File: src/rtl/bill_validator.sv
// bill_validator
// Front end for the ticket machine FSM. It turns the raw bill-path optical
// sensor into clean one-cycle ten/twenty/eject pulses.
// It works in three parts:
//   - a 2-flop synchroniser and a DEB-cycle debounce filter,
//   - a bill-length counter,
//   - a classifier FSM (IDLE, MEASURE, REPORT, JAM, HOLDOFF).
//
// Ports:
//   clk     in   rising-edge system clock
//   clear   in   synchronous active-high reset
//   sense   in   raw asynchronous sensor, high while a bill occludes it
//   accept  in   ticket machine can take payment
//   ten     out  one-cycle pulse, valid ten bill
//   twenty  out  one-cycle pulse, valid twenty bill
//   eject   out  one-cycle pulse, bill rejected
//   busy    out  high whenever the FSM is not in IDLE
//
// Optional feature, enabled by defining the macro BILL_VALIDATOR_STATS_EN:
//   n_ten, n_twenty, n_eject  out [15:0]  saturating pulse counters,
//                                         zeroed by clear
module bill_validator #(
    parameter int DEB     = 4,
    parameter int CNT_W   = 8,
    parameter int T10_MIN = 20,
    parameter int T10_MAX = 40,
    parameter int T20_MIN = 60,
    parameter int T20_MAX = 80,
    parameter int GAP     = 2
) (
    input  logic clk,
    input  logic clear,
    input  logic sense,
    input  logic accept,
    output logic ten,
    output logic twenty,
    output logic eject,
    output logic busy
`ifdef BILL_VALIDATOR_STATS_EN
    ,
    output logic [15:0] n_ten,
    output logic [15:0] n_twenty,
    output logic [15:0] n_eject
`endif
);

    localparam int RUN_W = (DEB > 1) ? $clog2(DEB) : 1;
    localparam int GAP_W = (GAP > 1) ? $clog2(GAP) : 1;

    localparam logic [CNT_W-1:0] LEN_MAX = '1;
    localparam logic [CNT_W-1:0] LEN_JAM = LEN_MAX - 1'b1;
    localparam logic [CNT_W-1:0] L10_MIN = CNT_W'(T10_MIN);
    localparam logic [CNT_W-1:0] L10_MAX = CNT_W'(T10_MAX);
    localparam logic [CNT_W-1:0] L20_MIN = CNT_W'(T20_MIN);
    localparam logic [CNT_W-1:0] L20_MAX = CNT_W'(T20_MAX);

    generate
        if (!(T10_MAX < T20_MIN || T20_MAX < T10_MIN)) begin : g_bad_windows
            $error("bill_validator: ten and twenty length windows overlap");
        end
        if (GAP < 1 || DEB < 1) begin : g_bad_timing
            $error("bill_validator: GAP and DEB must be at least 1");
        end
    endgenerate

    typedef enum logic [2:0] {
        IDLE,
        MEASURE,
        REPORT,
        JAM,
        HOLDOFF
    } state_t;

    logic             sync_p0, sync_p1;
    logic             flt, flt_q;
    logic [RUN_W-1:0] run;
    logic             rise;

    state_t           state, state_d;
    logic [CNT_W-1:0] len, len_d;
    logic             acc_ok, acc_d;
    logic [GAP_W-1:0] gap, gap_d;
    logic             ten_d, twenty_d, eject_d, busy_d;
    logic             ok, in10, in20;

    // ---- stage p0/p1: synchroniser and debounce filter ----
    always_ff @(posedge clk) begin
        if (clear) begin
            sync_p0 <= 1'b0;
            sync_p1 <= 1'b0;
            flt     <= 1'b0;
            flt_q   <= 1'b0;
            run     <= '0;
        end else begin
            sync_p0 <= sense;
            sync_p1 <= sync_p0;
            flt_q   <= flt;
            if (sync_p1 != flt) begin
                if (run == RUN_W'(DEB - 1)) begin
                    flt <= ~flt;
                    run <= '0;
                end else begin
                    run <= run + 1'b1;
                end
            end else begin
                run <= '0;
            end
        end
    end

    // An edge rather than a level starts a measurement. A bill still
    // covering the sensor when HOLDOFF ends is therefore ignored until it
    // clears the sensor and covers it again.
    assign rise = flt & ~flt_q;

    assign ok   = acc_ok & accept;
    assign in10 = (len >= L10_MIN) && (len <= L10_MAX);
    assign in20 = (len >= L20_MIN) && (len <= L20_MAX);

    // ---- stage p2: measurement / classification FSM ----
    always_comb begin
        state_d  = state;
        len_d    = len;
        acc_d    = acc_ok;
        gap_d    = gap;
        ten_d    = 1'b0;
        twenty_d = 1'b0;
        eject_d  = 1'b0;
        case (state)
            IDLE: begin
                if (rise) begin
                    state_d = MEASURE;
                    len_d   = CNT_W'(1);
                    acc_d   = accept;
                end
            end
            MEASURE: begin
                if (!flt) begin
                    state_d = REPORT;
                    if (ok && in10) begin
                        ten_d = 1'b1;
                    end else if (ok && in20) begin
                        twenty_d = 1'b1;
                    end else begin
                        eject_d = 1'b1;
                    end
                end else if (len == LEN_JAM) begin
                    // Counter pins at its maximum; the jam is reported once here.
                    state_d = JAM;
                    len_d   = LEN_MAX;
                    eject_d = 1'b1;
                end else begin
                    len_d = len + 1'b1;
                end
            end
            REPORT: begin
                state_d = HOLDOFF;
                gap_d   = '0;
            end
            JAM: begin
                if (!flt) begin
                    state_d = HOLDOFF;
                    gap_d   = '0;
                end
            end
            HOLDOFF: begin
                if (gap == GAP_W'(GAP - 1)) begin
                    state_d = IDLE;
                end else begin
                    gap_d = gap + 1'b1;
                end
            end
            default: state_d = IDLE;
        endcase
        busy_d = (state_d != IDLE);
    end

    always_ff @(posedge clk) begin
        if (clear) begin
            state  <= IDLE;
            len    <= '0;
            acc_ok <= 1'b0;
            gap    <= '0;
            ten    <= 1'b0;
            twenty <= 1'b0;
            eject  <= 1'b0;
            busy   <= 1'b0;
        end else begin
            state  <= state_d;
            len    <= len_d;
            acc_ok <= acc_d;
            gap    <= gap_d;
            ten    <= ten_d;
            twenty <= twenty_d;
            eject  <= eject_d;
            busy   <= busy_d;
        end
    end

`ifdef BILL_VALIDATOR_STATS_EN
    // ---- statistics ----
    always_ff @(posedge clk) begin
        if (clear) begin
            n_ten    <= '0;
            n_twenty <= '0;
            n_eject  <= '0;
        end else begin
            if (ten && n_ten != 16'hFFFF) n_ten <= n_ten + 1'b1;
            if (twenty && n_twenty != 16'hFFFF) n_twenty <= n_twenty + 1'b1;
            if (eject && n_eject != 16'hFFFF) n_eject <= n_eject + 1'b1;
        end
    end
`endif

endmodule
File: config.mk
export PLATFORM = sky130hd
export DESIGN_NAME = bill_validator
export DESIGN_NICKNAME = d
export VERILOG_FILES = /design/src/rtl/bill_validator.sv
export SDC_FILE = /design/constraint.sdc
export NUM_CORES = 1
export LEC_CHECK = 0
export CAP_MARGIN = 0
export CORE_MARGIN = 1
export CORE_UTILIZATION = 45
export CTS_CLUSTER_DIAMETER = 40
export DETAILED_ROUTE_END_ITERATION = 8
export MAX_ROUTING_LAYER = met4
export PLACE_DENSITY = 0.71
export REMOVE_ABC_BUFFERS = 1
export SLEW_MARGIN = 25
export SYNTH_ARGS = -nofsm -noshare
export SYNTH_HDL_FRONTEND = slang
export SYNTH_SLANG_ARGS = --single-unit
export TNS_END_PERCENT = 20
File: constraint.sdc
create_clock -name clk -period 1.5 [get_ports clk]
set_input_delay 0.45 -clock clk [delete_from_list [all_inputs] [get_ports clk]]
set_output_delay 0.45 -clock clk [all_outputs]
set_load 0.03 [all_outputs]
== After elaboration in Yosys (flattened, before gate mapping) ==
Index checks and enable logic that the tools add are counted.
Storage, ports and cells
  bits of input ports: 4
  latch bits: 0
  bits in writable memories: 0
  logic and storage cells: 71
  bits in read-only memories: 0
  output and inout port bits: 4
  flip-flop bits (word level): 23
  memories: 0
Operators by class
  equal/unequal tests: 10
  $add $sub $neg: 3
  divide/modulo/power cells: 0
  magnitude comparators: 4
  bitwise logic cells: 6
  reductions and logical operators: 16
  shift operators: 0
  mux-type cells: 19
  $mul: 0
Operators with widths (count)
  8-bit 2-to-1 mux: 3
  8-bit case mux with 2 select lines: 1
  3-bit 2-to-1 mux: 5
  3-bit case mux with 5 select lines: 1
  8-bit by 1-bit adder with 8-bit output, second input constant: 1
  8-bit == test, second input constant: 1
  8-bit by 5-bit >= comparator with 1-bit output, second input constant: 1
  8-bit by 6-bit >= comparator with 1-bit output, second input constant: 1
  8-bit by 6-bit <= comparator with 1-bit output, second input constant: 1
  8-bit by 7-bit <= comparator with 1-bit output, second input constant: 1
  1-bit 2-to-1 mux: 8
  3-bit by 2-bit == test with 1-bit output, second input constant: 2
  2-bit != test, second input constant: 3
  2-bit AND reduction: 3
  3-bit nonzero test: 2
  3-bit OR reduction: 2
  1-bit logical AND: 4
  1-bit inverter: 4
  4-bit OR reduction: 1
  3-bit by 1-bit == test with 1-bit output, second input constant: 1
  3-bit == test, second input constant: 1
  3-bit zero test: 1
  1-bit case mux with 3 select lines: 1
  3-bit AND reduction: 1
  other kinds (7): 8

== Longest topological paths before layout ==
  depth in word-level cells: 6
  gate-level depth with buffers: 6
  mapped depth without buffers: 6

== Worst setup path after synthesis ==
OpenSTA, ideal clock, no wires.
  kind: input to register
  start: input port clear
  end: register eject
  cell stages on the path: 4
  library setup time: 0.087 ns
  path buffers: 1
  slack: -0.050 ns
  arrival: 1.463 ns
  required time: 1.413 ns
  path through: buf_6 > or3b_1 > or3_1 > o31ai_1
On the way
  longest elaborated chain between the ends: 1
RTL lines
  start, declared: RTL line 32  | input logic clear,
  2-bit OR reduction (no source line)
  end signal, assigned: RTL line 195  | eject <= eject_d;
  end, declared: RTL line 37  | output logic eject,
No other way between the ends.
A chain may end at the register's enable or synchronous reset.

== Worst setup path in the final report ==
  start: register len[0]
  end: register len[6]
On the way
  longest elaborated chain between the ends: 4
  elaborated cells on any way between the ends: 5
  classes of those cells: 1 x add/sub; 1 x eq/ne; 3 x mux
RTL lines
  start, declared: RTL line 80  | logic [CNT_W-1:0] len, len_d;
  start signal, assigned: RTL line 190  | len <= len_d;
  8-bit by 1-bit adder with 8-bit output / 8-bit == test (equally long branches): RTL line 153, 147
  8-bit 2-to-1 mux *: RTL line 147  | end else if (len == LEN_JAM) begin
  8-bit 2-to-1 mux *: RTL line 138  | if (!flt) begin
  8-bit case mux with 2 select lines *: RTL line 129  | case (state)
Mark *: on every way between the ends. The rest lies on a longest branch, timed or not. The select of a mux whose other input is x is not followed.

==> flow_summary.ini <==
[run_status]
status = completed

[logic_synthesis]
synth_adder_area_share_pct = 4.51
synthTopCellsByArea = dfxtp_1 42%, nor2_1 5.8%, o21ai_0 5.0%
yosys.area_share.simple_pct = 26.5
syn_inst = 131
synth_top_family_by_area = simple AND/OR/NAND/NOR gates
synthXorXnorAreaFrac_pct = 0.790
synth_area_leader_cell = dfxtp_1
synth-compound-area-share_pct = 17.9
syn-mean-instance-area_sq_um = 8.46
synth_area_sq_mm = 0.00111
yosys_warnings = 0
yosysSeqAreaShare_pct = 41.5
synth_edf_count = 0
synth-seq-cells = 23
async_flop_share_pct = 0
synthMuxAreaShare_pct = 2.71
synth_top_cell_area_share_pct = 41.5
yosysUniqueCellTypes = 42
synthFlopType = dfxtp_1

[clocking]
clock_latency_ps = 310
htreeDepth = 1
clock_sinks = 23
cts.clk_slew.worst_paths_ps = 130
cts_hold_buf = 0
cts_root_buffer = clkbuf_4
cts.path.max_buffers = 2
cts_tree = yes
cts_buffers = 3

[layout]
regMostFlops = len
final_layout_size_suffix_gt1_share_pct = 23.5
top_regs = len: 8 flops, state: 3 flops, run: 2 flops
finish.utilization_pct = 61.2
diodes = 0
area_delta_synth_final_pct = 25.6
fin_nets = 162
largest_reg_flops = 8

[route]
vias = 1001
firstDrtPassIters = 4
drt_iter0_drc = 24
avgViaCountPerCell = 5.53
wl_um = 2340
wl_per_cell_um = 13.0
drc = 0
final_antenna_net_count = 0

[place]
hpwl_um = 1700
gp_congestion = 0.851
port_buffers = 7

[worst_setup_path]
critical_path_peak_fanout = 4
crit_chain = ha_4 -> inv_2 -> or4b_4 -> mux2i_1 -> nor3_1
worstSetupPathType = register to register
crit_required_ps = 1740
worst_path_max_delay_cell = or4b_4
cp-end-kind = register
worstPathArrival_ps = 1710
startpoint = len[0]
rr_startpoint = len[0]
start_kind = register
slowest_delay_ps = 510

[sta]
fin_skew_ps = 7.49
rsz0062_at_grt = true
max_freq_mhz = 681
finalCritPeriodShare_pct = 97.9
hold_viol_final = 0
worst_pin_slew_ps = 681
slew_violations = 0
final.setup.tns_ps = 0
timing.slew.headroom_pct = 54.1
finalSetupViolCount = 0
fin_crit_ps = 1470

[global_route]
grt_pass1_wl_um = 3840
overflow = 0
grt_use_total_pct = 19.7
grt_max_degree = 18
grt_pass1_vias = 909
antenna_found_initial = 0

[power]
powerDensity_mw_per_mm2 = 659
ir_drop_mv = 0.386
leakagePower_nw = 0.544

[worst_hold_path]
hp-start = run[0]
hold_class = register to register

[job]
drv_cap = 0

[die]
rows = 17
start_util_pct = 48.7
die_height_um = 51.6
die_x_um = 51.6
dieArea_sq_mm = 0.00267
core_area_sq_mm = 0.00228
ios = 8
## metrics by stage
step	cell area, sq um	setup WS, ps	cells	total power, W	hold WS (ps)
floorplan	1080	2.48	126	0.000633	397
global placement	1300	-386	176	0.000651	405
detailed placement	1300	-424	176	0.000651	414
CTS	1330	-80.6	180	0.000939	433
global route	1390	-40.4	181	0.000957	451
finish	1390	31.3	181	0.000918	427
## repair_timing
item	in CTS	in global routing
gates resized for setup	10	21
setup buffers	0	1
setup endpoints to repair	8	12
hold endpoints to repair	0	0
pin swaps	0	6
## worst paths after layout
| path | to | slack (ps) | depth (start not counted) |
|---|---|---|---|
| hold reg to reg | run[0] | 430 | 1 |
| setup reg to reg | len[6] | 30 | 5 |
| hold / removal | run[0] | 430 | 1 |
| setup / recovery | len[6] | 30 | 5 |
## synth_stat cells, drive strengths merged (2+ instances only)
master and instances:
nor3b 2, buf 2, nand3b 3, mux2i 3, nor3 3, nor2 17
a21oi 8, o21ai 11, clkbuf 3, and3 2, nand2 5, inv 10
o31a 2, or3 2, ha 4, nor2b 4, nand3 5, dfxtp 23
## critical path: cells and delay by family, from the launching register on
family,cells,cell delay [ps]
adders and majority gates,1,140
buffers and inverters,1,40
DFF,1,400
muxes,1,130
and+or+nand+nor,2,690
## cell type report
class	count	area, sq um
Fill cell	193	883
Timing Repair Buffer	23	188
Clock inverter	1	5.00
Sequential cell	23	473
Multi-Input combinational cell	93	629
Inverter	10	40.0
Clock buffer	3	22.5
Tap cell	28	35.0
## layout by cell type, fill, tap and decap left out, drive strengths merged, types with 2 or more instances in the layout
cell type	synthesis	routed
a21oi	8	8
and3	2	2
buf	2	16
clkbuf	3	4
clkdlybuf4s15	0	3
clkdlybuf4s50	0	2
dfxtp	23	23
ha	4	4
inv	10	10
mux2i	3	3
nand2	5	5
nand3	5	5
nand3b	3	3
nor2	17	17
nor2b	4	4
nor3	3	3
nor3b	2	2
o21ai	11	11
o31a	2	2
or3	2	2
## power breakdown
part	internal, W	switching, W	total (W)
logic	0.0000113	0.0000105	0.0000218
clock network	0.0000994	0.000185	0.000285
registers	0.000610	0.00000122	0.000611
total	0.000721	0.000197	0.000918
## logic make-up after synthesis
group	after synthesis
compound gates	32
flops	23
xor+xnor	1
buf+inv	15
simple gates	53
mux	3
fa+ha+maj	4
## metal layers
layer | GRT usage [%] | up-vias | wire length, um
li1 | - | 505 | -
met1 | 24.9 | 454 | 1060
met2 | 31.8 | 40 | 1120
met3 | 2.63 | 2 | 145
met4 | 8.11 | 0 | 17
met5 | - | - | 0
(Power assumes the default switching activity.)
